--- config.mk ---
export PLATFORM = sky130hd
export DESIGN_NAME = window_3x3_gen
export DESIGN_NICKNAME = d
export VERILOG_FILES = /design/src/rtl/sa_pkg.sv /design/src/rtl/line_buf.sv /design/src/rtl/window_3x3_gen.sv
export SDC_FILE = /design/constraint.sdc
export NUM_CORES = 1
export LEC_CHECK = 0
export BUFFER_PORTS_ARGS = -buffer_cell sky130_fd_sc_hd__buf_4
export CAP_MARGIN = 20
export CELL_PAD_IN_SITES_DETAIL_PLACEMENT = 0
export CELL_PAD_IN_SITES_GLOBAL_PLACEMENT = 1
export CORE_UTILIZATION = 50
export DETAILED_ROUTE_END_ITERATION = 6
export PLACE_DENSITY = 0.76
export SYNTH_ARGS = -nofsm -noshare
export SYNTH_HDL_FRONTEND = slang
export SYNTH_SLANG_ARGS = --single-unit
--- constraint.sdc ---
create_clock -name clk -period 6.1 [get_ports clk]
set_clock_uncertainty 0.15 [all_clocks]
set_input_delay 0.915 -clock clk [delete_from_list [all_inputs] [get_ports clk]]
set_output_delay 0.915 -clock clk [all_outputs]
set_load 0.005 [all_outputs]
--- src/rtl/sa_pkg.sv ---
// Types and constants shared between the window generator and the systolic array.
// Holds the default pixel width, the window size and the generator state encoding.
package sa_pkg;
  localparam int PIX_W_DEF = 8;
  localparam int WIN_N     = 9;

  typedef logic [WIN_N-1:0][PIX_W_DEF-1:0] win_t;

  typedef enum logic {S_FILL, S_RUN} state_t;
endpackage

--- src/rtl/line_buf.sv ---
// One image row of storage: registered write, combinational read.
// A read and a write at the same address in one cycle return the old contents.
module line_buf #(
  parameter int DEPTH = 50,
  parameter int WIDTH = 8,
  parameter int AW    = $clog2(DEPTH)
) (
  input  logic             clk,
  input  logic             i_wrEn,
  input  logic [AW-1:0]    i_wrAddr,
  input  logic [WIDTH-1:0] i_wrData,
  input  logic [AW-1:0]    i_rdAddr,
  output logic [WIDTH-1:0] o_rdData
);

  logic [WIDTH-1:0] r_mem [DEPTH];

  always_ff @(posedge clk) begin
    if (i_wrEn) r_mem[i_wrAddr] <= i_wrData;
  end

  assign o_rdData = r_mem[i_rdAddr];

endmodule

--- src/rtl/window_3x3_gen.sv ---
// Builds 3x3 scan windows from a raster pixel stream using two line buffers.
// Optional macro WIN_COORD_EN adds win_x/win_y top-left coordinates to each window.
module window_3x3_gen
  import sa_pkg::*;
#(
  parameter int IMG_W = 50,
  parameter int IMG_H = 50,
  parameter int PIX_W = PIX_W_DEF
) (
  input  logic               clk,
  input  logic               rst,
  input  logic               in_valid,
  output logic               in_ready,
  input  logic [PIX_W-1:0]   in_pix,
  output logic               out_valid,
  input  logic               out_ready,
  output logic [9*PIX_W-1:0] win_data,
  output logic               frame_done
`ifdef WIN_COORD_EN
  ,
  output logic [9:0]         win_x,
  output logic [9:0]         win_y
`endif
);

  localparam int CW    = $clog2((IMG_W > IMG_H) ? IMG_W : IMG_H);
  localparam int LB_AW = $clog2(IMG_W);

  logic [CW-1:0] r_col, r_row;
  state_t r_state, w_stateNext;
  logic [WIN_N-1:0][PIX_W-1:0] r_win, w_winNext, r_winData;
  logic r_outValid, r_frameDone;
  logic w_accept, w_colLast, w_rowLast, w_runState, w_emit;
  logic [PIX_W-1:0] w_lb0Rd, w_lb1Rd;

  assign in_ready   = !r_outValid || out_ready;
  assign w_accept   = in_valid && in_ready;
  assign w_colLast  = (r_col == CW'(IMG_W - 1));
  assign w_rowLast  = (r_row == CW'(IMG_H - 1));
  assign out_valid  = r_outValid;
  assign win_data   = r_winData;
  assign frame_done = r_frameDone;

  // lb0 holds the previous row, lb1 the row before it; lb1 is fed from lb0's old value.
  line_buf #(.DEPTH(IMG_W), .WIDTH(PIX_W)) u_lb0 (
    .clk      (clk),
    .i_wrEn   (w_accept),
    .i_wrAddr (r_col[LB_AW-1:0]),
    .i_wrData (in_pix),
    .i_rdAddr (r_col[LB_AW-1:0]),
    .o_rdData (w_lb0Rd)
  );

  line_buf #(.DEPTH(IMG_W), .WIDTH(PIX_W)) u_lb1 (
    .clk      (clk),
    .i_wrEn   (w_accept),
    .i_wrAddr (r_col[LB_AW-1:0]),
    .i_wrData (w_lb0Rd),
    .i_rdAddr (r_col[LB_AW-1:0]),
    .o_rdData (w_lb1Rd)
  );

  always_ff @(posedge clk or posedge rst) begin
    if (rst) r_state <= S_FILL;
    else     r_state <= w_stateNext;
  end

  always_comb begin
    w_stateNext = r_state;
    if (w_accept && w_colLast) begin
      if (w_rowLast)                w_stateNext = S_FILL;
      else if (r_row == CW'(1))     w_stateNext = S_RUN;
    end
  end

  // Columns 0 and 1 of a row only refill the window, so they never emit.
  always_comb begin
    w_runState = (r_state == S_RUN);
    w_emit     = w_accept && w_runState && (r_col >= CW'(2));
  end

  always_comb begin
    w_winNext = r_win;
    for (int r = 0; r < 3; r++) begin
      w_winNext[3*r]   = r_win[3*r+1];
      w_winNext[3*r+1] = r_win[3*r+2];
    end
    w_winNext[2] = w_lb1Rd;
    w_winNext[5] = w_lb0Rd;
    w_winNext[8] = in_pix;
  end

  always_ff @(posedge clk or posedge rst) begin
    if (rst) begin
      r_col <= '0;
      r_row <= '0;
      r_win <= '0;
    end else if (w_accept) begin
      r_win <= w_winNext;
      if (w_colLast) begin
        r_col <= '0;
        r_row <= w_rowLast ? '0 : r_row + CW'(1);
      end else begin
        r_col <= r_col + CW'(1);
      end
    end
  end

  // A new window replaces the presented one even when it is consumed in the same cycle.
  always_ff @(posedge clk or posedge rst) begin
    if (rst) begin
      r_outValid  <= 1'b0;
      r_winData   <= '0;
      r_frameDone <= 1'b0;
    end else begin
      r_frameDone <= w_accept && w_colLast && w_rowLast;
      if (w_emit) begin
        r_outValid <= 1'b1;
        r_winData  <= w_winNext;
      end else if (out_ready) begin
        r_outValid <= 1'b0;
      end
    end
  end

`ifdef WIN_COORD_EN
  logic [9:0] r_winX, r_winY;

  always_ff @(posedge clk or posedge rst) begin
    if (rst) begin
      r_winX <= '0;
      r_winY <= '0;
    end else if (w_emit) begin
      r_winX <= 10'(r_col) - 10'd2;
      r_winY <= 10'(r_row) - 10'd2;
    end
  end

  assign win_x = r_winX;
  assign win_y = r_winY;
`endif

endmodule
; After elaboration in Yosys (flattened, before gate mapping)
; Memory sizes are Yosys's and may differ from the RTL's.
; Index checks and enable logic that the tools add are counted.
[totals]
regBits = 135
memories = 2
ramBits = 800
in_bits = 12
out_inout_bits = 75
[mem_list]
columns = name, depth, word_bits, read_ports, rd_ports_with_merged_regs, wr, line
row1 = u_lb0.r_mem, 50, 8, 1, 0, 1, line_buf.sv:16  ; logic [WIDTH-1:0] r_mem [DEPTH];
row2 = u_lb1.r_mem, 50, 8, 1, 0, 1, line_buf.sv:16
[classes]
magnitude_cmp = 1
addsub = 2
muxes = 8
n_eq_ne = 3
reduce_logical = 11
[op_table]
columns = cell, count
row1 = "adder 6 x 1 -> 6 bit, second input constant", 2
row2 = "== test 6 bit, second input constant", 2
row3 = 2-to-1 mux 6 bit, 2
row4 = "== test 6 x 1 -> 1 bit, second input constant", 1
row5 = "greater-or-equal comparator 6 x 2 -> 1 bit, second input constant", 1
row6 = 2-to-1 mux 1 bit, 6
row7 = logical AND 1 bit, 5
row8 = AND reduction 2 bit, 2
row9 = nonzero test 2 bit, 2
row10 = zero test 1 bit, 1
row11 = logical OR 1 bit, 1

; Logic depth before layout (Yosys ltp)
[depth]
word_depth = 6
ltp_mapped = 11
ltp_nobuf = 6

; Cells and area by module
; A second synthesis with hierarchy kept.
[unflattened]
cells_unflattened = 2234
hier_area_um2 = 37608.6
[by_module_without_submodules]
columns = module, seq_area_each_um2, cells_each, area_each_um2, instances
row1 = line_buf, 12011.5, 897, 15980.3, 2
row2 = window_3x3_gen, 3378.2, 440, 5647.9, 1

; Worst setup path before layout
; Ideal clock, no wire load.
[synth_path]
path_kind = register -> register
startpoint = reg r_col[1]
endpoint = reg r_win[42] (netlist name)
path_stages_with_launch = 11
slack_ns = 2.588
required_ns = 5.818
arrival_time_ns = 3.231
cell_sequence = dfrtp_1 -> buf_4 -> buf_6 -> buf_4 -> buf_6 -> buf_2 -> a221oi_1 -> o22ai_1 -> a221oi_1 -> nand4_1 -> mux2_2
[synth_via]
elab_chain_len = 1
[synth_rtl]
columns = item, line
row1 = "start, declared", window_3x3_gen.sv:29  ; logic [CW-1:0] r_col, r_row;
row2 = "start signal, assigned", window_3x3_gen.sv:104  ; r_col <= r_col + CW'(1);
row3 = memory read (50 x 8 bit), n/a
row4 = named net u_lb0.o_rdData[2], line_buf.sv:13  ; output logic [WIDTH-1:0] o_rdData
row5 = "end signal, assigned", window_3x3_gen.sv:99  ; r_win <= w_winNext;
row6 = "end, declared", window_3x3_gen.sv:31  ; logic [WIN_N-1:0][PIX_W-1:0] r_win, w_winNext, r_winData;
; The timed path passes the listed nets, and every way through them passes these cells.
; A chain may end at the register's enable or synchronous reset.

; Worst setup path after layout
[layout_path]
startpoint = reg r_col[1]
endpoint = mem u_lb1.r_mem[35][1], data pin
[layout_via]
elab_chain_len = 1
[layout_rtl]
columns = item, line
row1 = memory read (50 x 8 bit), n/a
row2 = named net u_lb0.o_rdData[1], line_buf.sv:13
row3 = "end, declared", line_buf.sv:16
; The timed path passes the listed nets, and every way through them passes these cells.

==> run_results.csv <==
group,metric,value,unit
cts,cts.path.max_buffers,3,
cts,cts_tree,"done",
cts,cts_resized,0,
timing,setup-tns-final,0,ns
drt,ant_nets,0,
cts,clk_pin_slew,0.06,ns
yosys,synth_edf_count,800,
yosys,yosysMostFrequentCell,"edfxtp_1",
cells_and_area,finalNetCount,2433,
timing,fmaxAchievable,217.3,MHz
timing,rsz0062_at_grt,"no",
hold_path,min_path_type,"in2async",
yosys,synth_compound_area_share,9.264,%
cts,cts_max_level,3,
run_status,status,"finished, final reports clean",
timing,max_slew.worst_pin.slew,1.264,ns
cells_and_area,final_cells,3439,
setup_path,crit_required,6.31,ns
grt,grt.total_usage,29.63,%
drt,drt-total-wl,108.4,mm
die,die_h,270.8,µm
power_and_ir_drop,irDropWorstVdd,0.0003568,V
die,num_io_pins,87,
grt,grt_pass1_vias,21660,
cts,clk_latency,0.66,ns
grt,antenna_found_initial,1,
setup_path,crit_type,"reg2reg",
timing,slew_viol_final,0,
cts,cts.sinks,935,
yosys,async_flop_share,14.44,%
yosys,synth_top_area_share,66.52,%
cells_and_area,syn_to_final_growth,13.78,%
placed_design,dpl_cell_area,0.03816,mm²
yosys,ys_warn_count,0,
die,initial_core_util,50.52,%
drt,dr.pass1.iters,6,
yosys,synth-seq-cells,935,
yosys,yosys-top-cells-area,"edfxtp_1 67%, dfrtp_1 9.4%, nand2_1 3.5%",
yosys,synth.distinct_cells,74,
placed_design,dp_hpwl,64.03,mm
drt,viasPerCell,6.515,
timing,finalSetupViolations,0,
power_and_ir_drop,cellLeakagePower,14.50,nW
drt,routedWlPerCell,31.51,µm
yosys,ys_seq_area_share,75.88,%
yosys,synth_mux_area_share,6.028,%
yosys,synth-adder-area-share,0.1732,%
setup_path,end_kind,"register",
cts,ctsHoldBuffers,0,
yosys,synth_area,0.03611,mm²
yosys,synthCells,2277,
timing,finalWorstSetupSlack,1.498,ns
setup_path,arrival,4.81,ns
yosys,syn-num-nets,2294,
die,rows,98,
timing,fin_crit_sh,75.44,%
yosys,ys.flop_type,"edfxtp_1",
run,max-cap-violations,0,
power_and_ir_drop,powerDensity,540.0,mW/mm²
grt,grt_pass1_wl,155.1,mm
cells_and_area,drive_above_1_share,17.56,%
setup_path,crit_fanout,56,
timing,relSlewSlack,15.54,%
placed_design,io_buffers,86,
yosys,synth_largest_area_cell,"edfxtp_1",
timing,timing.final.crit_period,4.602,ns
grt,grt_max_degree,77,
placed_design,gp_congestion,0.9667,
timing,hold_viol,0,
cts,cts_setup_buffers,0,
setup_path,start_kind,"register",
yosys,synth_top_family_by_area,"compound AO/OA/AOI/OAI gates",
placed_design,dp.cells,3268,
drt,drt-initial-drc-count,3860,
die,chipWidth,270.8,µm
placed_design,dp_slack,1.710,ns
drt,vias,22410,
power_and_ir_drop,finalPower,22.19,mW
die,dieArea,0.07331,mm²
cells_and_area,final_cell_area,0.04109,mm²
yosys,syn_avg_cell_area,15.86,µm²
drt,post-route-drc-count,0,
yosys,synth_xor_area_share,0.09701,%
cts,cts_inserted_buffers,93,
cts,cts_root_buffer,"clkbuf_16",
yosys,synthTopCellsByCount,"800 x edfxtp_1, 335 x nand2_1, 135 x dfrtp_1, 107 x nor2_1, 100 x a221oi_1",
yosys,synth-simple-area-share,6.517,%
grt,grt_overflow,0,
die,core,0.07149,mm²
final cells by class:
cell class	instances	area, µm²
multi-input combinational	1183	8050
fill	5501	30400
tap	950	1189
inverter	6	27.53
antenna	1	2.502
timing repair buffer	197	1508
sequential	935	27410
clock buffer	129	2585
clock inverter	38	316.6
placed cells by master, fill, tap and decap left out, drive strengths merged, types with 9 or more instances in the layout:
master  instances
clkbuf        129
a211oi         11
nand2         335
clkinv         30
mux2           54
a22o           16
o21ai          39
dfrtp         135
buf           197
inv             9
o22ai          54
and3           15
a31oi          17
mux4           28
mux2i          93
nor2          108
edfxtp        800
a221o          12
and2           10
a221oi        100
a21oi          50
a22oi          85
nor3           17
state kept, by name (all words and copies together) (netlist names):
| signal | count |
|---|---|
| r_win | 48 |
| r_row | 6 |
| r_state | 1 |
| win_data | 72 |
| u_lb0.r_mem | 400 |
| out_valid | 1 |
| u_lb1.r_mem | 400 |
| r_col | 6 |
| frame_done | 1 |
where the power goes:
group / internal, mW / switching, mW / total, mW
Combinational: 2.18 / 5.19 / 7.37
Sequential: 8.78 / 0.559 / 9.34
Clock: 3.13 / 2.35 / 5.48
Total: 14.1 / 8.10 / 22.2
critical path: stages (launching register included):
cell and delay (ns):
dfrtp_4 1.02, nor2b_2 0.83, buf_4 0.40, a22oi_1 0.11, nor3_1 0.58, a2111oi_1 0.17, buf_2 0.22, buf_4 0.15
nand3b_1 0.08, buf_4 0.50
metrics by stage:
step	hold slack, ns	util, %
final	0.2441	57.48
after global routing	0.2851	57.48
after CTS	0.2623	57.43
after detailed placement	0.3071	53.37
after global placement	0.2993	53.36
after floorplan	0.2886	-
cell families (layout without fill, tap and decap cells):
logic type                 count (synthesis)  after routing
xor gates and xnor gates                   4              4
buffers and inverters                    159            370
DFF                                      935            935
muxes                                    175            175
adders and majority gates                  5              5
and+or+nand+nor                          548            548
other                                      0              1
AOI/OAI and AO/OA                        451            451
worst paths after layout:
check	startpoint	to	slack [ns]	cells after the start
worst max register to register	r_col[1]	u_lb1.r_mem[35][1]	1.50	9
worst min-delay path	rst	win_data[26]	0.24	2
worst min register to register	r_win[59]	win_data[51]	0.32	2
min in group clk	r_win[59]	win_data[51]	0.32	2
max in group asynchronous	rst	win_data[55]	4.30	3
worst max-delay path	r_col[1]	u_lb1.r_mem[35][1]	1.50	9
routing by layer:
metal	track usage (%)	wire length, µm
met2	44.89	48730
met1	40.90	40960
met5	0	12
met3	7.287	13240
met4	12.91	5429
(Power assumes the default switching activity.)
